[src/rtl/sad_pkg.sv]
// Shared constants, comparator state type and arithmetic helpers for the SAD array.
// Helpers work on FN_W-bit operands, so PIX_W and ACC_W must not exceed FN_W.
package sad_pkg;

    localparam int PIX_W_DEF      = 8;
    localparam int ACC_W_DEF      = 16;
    localparam int NUM_PE_DEF     = 16;
    localparam int BLK_PIXELS_DEF = 256;
    localparam int FN_W           = 32;

    typedef enum logic {
        CMP_IDLE,
        CMP_COLLECT
    } cmp_state_e;

    // Larger minus smaller keeps the result unsigned without a sign bit.
    function automatic logic [FN_W-1:0] abs_diff(input logic [FN_W-1:0] a,
                                                 input logic [FN_W-1:0] b);
        return (a > b) ? (a - b) : (b - a);
    endfunction

    function automatic logic [FN_W-1:0] sat_add(input logic [FN_W-1:0] acc,
                                                input logic [FN_W-1:0] d,
                                                input logic [FN_W-1:0] max);
        logic [FN_W:0] sum;
        sum = {1'b0, acc} + {1'b0, d};
        return (sum > {1'b0, max}) ? max : sum[FN_W-1:0];
    endfunction

endpackage

[src/rtl/sad_pe.sv]
// One SAD element: one-cycle delay stage for r and the pixel tags, the s1/s2
// select and a saturating accumulator that pulses done after a block's last pixel.
module sad_pe
    import sad_pkg::*;
#(
    parameter int PIX_W = PIX_W_DEF,
    parameter int ACC_W = ACC_W_DEF
) (
    input  logic             clock,
    input  logic             reset_n,
    input  logic             vld_i,
    input  logic             start_i,
    input  logic             last_i,
    input  logic [PIX_W-1:0] r_i,
    input  logic [PIX_W-1:0] s1_i,
    input  logic [PIX_W-1:0] s2_i,
    input  logic             sel_i,
    output logic             vld_o,
    output logic             start_o,
    output logic             last_o,
    output logic [PIX_W-1:0] r_o,
    output logic [ACC_W-1:0] acc_o,
    output logic             done_o
);

    localparam logic [ACC_W-1:0] ACC_MAX = '1;

    logic [PIX_W-1:0] r_q;
    logic             vld_q, start_q, last_q, done_q;
    logic [ACC_W-1:0] acc_q, acc_d;
    logic [PIX_W-1:0] s_mux, d;

    assign s_mux = sel_i ? s1_i : s2_i;
    assign d     = PIX_W'(abs_diff(FN_W'(r_i), FN_W'(s_mux)));

    always_comb begin
        acc_d = acc_q;
        if (vld_i) begin
            if (start_i) acc_d = ACC_W'(d);
            else         acc_d = ACC_W'(sat_add(FN_W'(acc_q), FN_W'(d), FN_W'(ACC_MAX)));
        end
    end

    // r ripples every cycle; untagged cycles travel as bubbles with vld low.
    always_ff @(posedge clock or negedge reset_n) begin
        if (!reset_n) begin
            r_q     <= '0;
            vld_q   <= 1'b0;
            start_q <= 1'b0;
            last_q  <= 1'b0;
            acc_q   <= '0;
            done_q  <= 1'b0;
        end else begin
            r_q     <= r_i;
            vld_q   <= vld_i;
            start_q <= vld_i & start_i;
            last_q  <= vld_i & last_i;
            acc_q   <= acc_d;
            done_q  <= vld_i & last_i;
        end
    end

    assign vld_o   = vld_q;
    assign start_o = start_q;
    assign last_o  = last_q;
    assign r_o     = r_q;
    assign acc_o   = acc_q;
    assign done_o  = done_q;

endmodule

[src/rtl/sad_pe_array.sv]
// Systolic SAD array: block pixel counter, NUM_PE chained elements and a
// sequential min-comparator that reports the best candidate once per block.
module sad_pe_array
    import sad_pkg::*;
#(
    parameter int PIX_W      = PIX_W_DEF,
    parameter int ACC_W      = ACC_W_DEF,
    parameter int NUM_PE     = NUM_PE_DEF,
    parameter int BLK_PIXELS = BLK_PIXELS_DEF,
    parameter int IDX_W      = $clog2(NUM_PE)
) (
    input  logic              clock,
    input  logic              reset_n,
    input  logic              in_valid,
    input  logic              start,
    input  logic [PIX_W-1:0]  r,
    input  logic [PIX_W-1:0]  s1,
    input  logic [PIX_W-1:0]  s2,
    input  logic [NUM_PE-1:0] s_sel,
    output logic [PIX_W-1:0]  rpipe_out,
    output logic              busy,
    output logic              result_valid,
    output logic [ACC_W-1:0]  best_sad,
    output logic [IDX_W-1:0]  best_idx
);

    localparam int CNT_W = $clog2(BLK_PIXELS + 1);
    localparam int INF_W = IDX_W + 2;

    logic [CNT_W-1:0] cnt_q, cnt_d;
    logic             open_q, open_d;
    logic [INF_W-1:0] inflight_q, inflight_d;
    logic             busy_q;
    logic             tag_vld, tag_start, tag_last;
    logic             result_fire;

    always_comb begin
        tag_vld   = in_valid && (start || open_q);
        tag_start = in_valid && start;
        tag_last  = 1'b0;
        cnt_d     = cnt_q;
        open_d    = open_q;
        if (in_valid && start) begin
            tag_last = (BLK_PIXELS == 1);
            open_d   = (BLK_PIXELS != 1);
            cnt_d    = open_d ? CNT_W'(1) : '0;
        end else if (in_valid && open_q) begin
            if (cnt_q == CNT_W'(BLK_PIXELS - 1)) begin
                tag_last = 1'b1;
                open_d   = 1'b0;
                cnt_d    = '0;
            end else begin
                cnt_d = cnt_q + CNT_W'(1);
            end
        end
    end

    // Blocks closed but not yet reported keep busy high behind the counter.
    always_comb begin
        inflight_d = inflight_q;
        case ({tag_last, result_fire})
            2'b10:   inflight_d = inflight_q + INF_W'(1);
            2'b01:   inflight_d = inflight_q - INF_W'(1);
            default: inflight_d = inflight_q;
        endcase
    end

    always_ff @(posedge clock or negedge reset_n) begin
        if (!reset_n) begin
            cnt_q      <= '0;
            open_q     <= 1'b0;
            inflight_q <= '0;
            busy_q     <= 1'b0;
        end else begin
            cnt_q      <= cnt_d;
            open_q     <= open_d;
            inflight_q <= inflight_d;
            busy_q     <= open_d || (inflight_d != '0);
        end
    end

    logic [NUM_PE:0][PIX_W-1:0]  r_ch;
    logic [NUM_PE:0]             vld_ch, st_ch, last_ch;
    logic [NUM_PE-1:0][ACC_W-1:0] acc;
    logic [NUM_PE-1:0]           done;
    logic                        unused_tail;

    assign r_ch[0]    = r;
    assign vld_ch[0]  = tag_vld;
    assign st_ch[0]   = tag_start;
    assign last_ch[0] = tag_last;

    for (genvar g = 0; g < NUM_PE; g++) begin : g_pe
        sad_pe #(
            .PIX_W (PIX_W),
            .ACC_W (ACC_W)
        ) u_pe (
            .clock   (clock),
            .reset_n (reset_n),
            .vld_i   (vld_ch[g]),
            .start_i (st_ch[g]),
            .last_i  (last_ch[g]),
            .r_i     (r_ch[g]),
            .s1_i    (s1),
            .s2_i    (s2),
            .sel_i   (s_sel[g]),
            .vld_o   (vld_ch[g+1]),
            .start_o (st_ch[g+1]),
            .last_o  (last_ch[g+1]),
            .r_o     (r_ch[g+1]),
            .acc_o   (acc[g]),
            .done_o  (done[g])
        );
    end

    assign unused_tail = ^{vld_ch[NUM_PE], st_ch[NUM_PE], last_ch[NUM_PE]};
    assign rpipe_out   = r_ch[NUM_PE];

    cmp_state_e       state_q;
    logic [ACC_W-1:0] run_sad_q, cand_sad, best_sad_q;
    logic [IDX_W-1:0] run_idx_q, cand_idx, best_idx_q;
    logic             result_valid_q;

    // Upward scan with strict compare keeps the lower index on ties.
    always_comb begin
        cand_sad = run_sad_q;
        cand_idx = run_idx_q;
        for (int i = 1; i < NUM_PE; i++) begin
            if (done[i] && (acc[i] < cand_sad)) begin
                cand_sad = acc[i];
                cand_idx = IDX_W'(i);
            end
        end
    end

    assign result_fire = (state_q == CMP_COLLECT) && done[NUM_PE-1];

    always_ff @(posedge clock or negedge reset_n) begin
        if (!reset_n) begin
            state_q        <= CMP_IDLE;
            run_sad_q      <= '0;
            run_idx_q      <= '0;
            best_sad_q     <= '0;
            best_idx_q     <= '0;
            result_valid_q <= 1'b0;
        end else begin
            result_valid_q <= 1'b0;
            case (state_q)
                CMP_IDLE: begin
                    if (done[0]) begin
                        state_q   <= CMP_COLLECT;
                        run_sad_q <= acc[0];
                        run_idx_q <= '0;
                    end
                end
                CMP_COLLECT: begin
                    if (done[NUM_PE-1]) begin
                        best_sad_q     <= cand_sad;
                        best_idx_q     <= cand_idx;
                        result_valid_q <= 1'b1;
                        if (done[0]) begin
                            run_sad_q <= acc[0];
                            run_idx_q <= '0;
                        end else begin
                            state_q <= CMP_IDLE;
                        end
                    end else begin
                        run_sad_q <= cand_sad;
                        run_idx_q <= cand_idx;
                    end
                end
                default: state_q <= CMP_IDLE;
            endcase
        end
    end

    assign busy         = busy_q;
    assign result_valid = result_valid_q;
    assign best_sad     = best_sad_q;
    assign best_idx     = best_idx_q;

endmodule

[config.mk]
export PLATFORM = sky130hd
export DESIGN_NAME = sad_pe_array
export DESIGN_NICKNAME = d
export VERILOG_FILES = /design/src/rtl/sad_pkg.sv /design/src/rtl/sad_pe.sv /design/src/rtl/sad_pe_array.sv
export SDC_FILE = /design/constraint.sdc
export NUM_CORES = 2
export LEC_CHECK = 0
export ABC_AREA = 1
export CORE_MARGIN = 4
export CORE_UTILIZATION = 30
export DETAILED_ROUTE_END_ITERATION = 12
export HOLD_SLACK_MARGIN = 0.12
export PLACE_DENSITY = 0.44
export SYNTH_ARGS = -nofsm -noshare
export SYNTH_HDL_FRONTEND = slang
export SYNTH_HIERARCHICAL = 1
export SYNTH_SLANG_ARGS = --single-unit
[constraint.sdc]
create_clock -name clock -period 29.9 [get_ports clock]
set_input_delay 7.475 -clock clock [delete_from_list [all_inputs] [get_ports clock]]
set_output_delay 7.475 -clock clock [all_outputs]
set_load 0.005 [all_outputs]
==> out/results.ini <==
[run_status]
run_status = finished clean

[routing]
drtAntennaViolNets = 0
via_count = 51907
wire_per_inst_um = 17.4
drt_iter0_drc = 3419
drc = 0
wirelength_um = 190000
vias_per_cell = 4.75
dr.pass1.iters = 6

[cts]
cts_hold_buffers = 0
clkTransAtPathRegs_ps = 60
numClockSinks = 489
cts_setup_buffers = 0
insertion_delay_ps = 720
cts_tree = done
cts_root_buf = clkbuf_16
numCtsBuffers = 73
cts_max_level = 3
cts_buffer_depth = 3

[sta]
min_period_ps = 27070
hold_viol_final = 0
setup_ws_ps = 2830
tns_ps = 0
fin_skew_ps = 41.6
slew_headroom = 0.181
rsz0062_at_grt = no
drv_slew = 0
worst_slew_pin_slew_ps = 1220
finalSetupViolations = 0
timing.final.crit_share = 0.905
fmax_mhz = 36.9

[critical_path]
r2r_slack_ps = 2830
cp_slowest_stage_delay_ps = 720
worstPathRequired_ps = 30510
crit_arrival_ps = 27680
cp_slowest_cell = o21ai_0
crit_type = register to register
crit_path_frequent_cell = o21ai_0
cp_max_fo = 34
cp-end-kind = register
start_kind = register

[place]
dp_hpwl_um = 148000
gp_routability_congestion = 0.908
portBuffers = 73
dp_cells = 10794
dp_slack_ps = -602

[finish]
drive_above_1_share = 0.0784
nFillCells = 19785
layout.nets = 9182
fin_cells = 10925
syn2layout_area_growth_pct = 9.81

[global_route]
grtUsageTotal = 0.196
grt_pass1_wl_um = 294000
grt_max_degree = 69
grt_pass1_vias = 49416
overflow = 0
antenna_found_initial = 13

[floorplanning]
start_util = 0.302
die_y_um = 436
rows = 156
die-area_um2 = 190000
io_pins = 74
die_w_um = 436
core_um2 = 181000

[logic_synthesis]
syn_nets = 9180
synth_area_um2 = 54800
synth_cells = 8497
yosys_warnings = 6
avgSynthCellArea_um2 = 6.45

[power]
p_leak_nw = 34.3
peakVddDrop_mv = 0.0488
power_density_nw_per_um2 = 76.7

[job]
drv_cap = 0

[min_path]
min_path_type = register to register

==> routing by layer <==
layer,GRT usage,share of wire
met5,0,0
met4,0.0408,0.022
met3,0.0190,0.033
met2,0.325,0.46
met1,0.276,0.48
==> worst max-delay path: cells and delay by family, from the launching register on <==
family                   cells  cell delay, ps
flip-flops                   1             490
AND/OR/NAND/NOR             52            8410
adder cells (fa/ha/maj)     15            4850
buffers and inverters        7             760
AO/OA/AOI/OAI               49           12380
==> worst paths after layout <==
path | startpoint | to | cells past startpoint
max reg2reg | run_sad_q[2] | run_sad_q[15] | 123
min reg2reg | g_pe[7].u_pe/r_o[7] | g_pe[8].u_pe/r_o[7] | 0
min | g_pe[7].u_pe/r_o[7] | g_pe[8].u_pe/r_o[7] | 0
min in group asynchronous | reset_n | g_pe[15].u_pe/acc_o[13] | 1
max in group asynchronous | reset_n | g_pe[6].u_pe/r_o[4] | 4
max | run_sad_q[2] | run_sad_q[15] | 123
==> state kept, by name, summed over array words and instances (netlist names), 6 cells and up <==
name               flops
best_sad              16
cnt_q                  9
g_pe.u_pe/acc_o      256
g_pe.u_pe/done_o      16
g_pe.u_pe/r_o        128
g_pe.u_pe/start_o     15
g_pe.u_pe/vld_o       15
inflight_q             6
run_sad_q             16
==> report_power, final <==
| group | internal (W) | total, W | switching, W |
|---|---|---|---|
| sequential | 0.000824 | 0.00116 | 0.000331 |
| combinational | 0.000956 | 0.00249 | 0.00154 |
| clock | 0.000591 | 0.000972 | 0.000381 |
| total | 0.00237 | 0.00462 | 0.00225 |
==> what timing repair did <==
action	in CTS	in global routing
cloned	0	0
endpoints found under the setup margin	36	40
gates resized for setup	3	24
==> through the flow <==
| step | utilization | cell area [um2] | hold slack [ps] | total power (W) |
|---|---|---|---|---|
| after floorplan | - | 54800 | 360 | 0.00299 |
| after global placement | 0.317 | 57500 | 378 | 0.00363 |
| after detailed placement | 0.317 | 57500 | 372 | 0.00364 |
| after CTS | 0.332 | 60100 | 381 | 0.00466 |
| after global routing | 0.332 | 60200 | 395 | 0.00510 |
| final | 0.332 | 60200 | 370 | 0.00462 |
==> cells in the final DEF, fill, tap and decap left out, drive strengths merged, types with 2 or more instances in the layout <==
cell and n:
nand3b 57, a21boi 19, a31oi 23, xnor2 62, bufinv 16, or2 64, o22ai 3, nand4 93
a311oi 2, inv 1403, clkinvlp 2, nand2 3398, o211ai 9, nor4 19, fa 49, o21ai 423
nor2 340, nand3 785, xor2 98, clkdlybuf4s50 68, dfrtp 489, ha 590, o21bai 18, a21oi 257
o21a 2, a211oi 26, mux2i 16, clkinv 21, clkbuf 96, nor3 63, a22oi 7, buf 34
==> final cells by class <==
type / count / area, um2 / area share
antenna: 1 / 2.50 / 0.0000416
timing repair buffer: 102 / 933 / 0.0155
clock buffer: 96 / 2050 / 0.0341
sequential: 489 / 12200 / 0.203
tap: 2370 / 2970 / 0.0492
inverter: 1408 / 5370 / 0.0892
clock inverter: 34 / 572 / 0.00950
multi-input combinational: 6425 / 36100 / 0.599
Note: power is estimated with default switching activity, not from simulation.
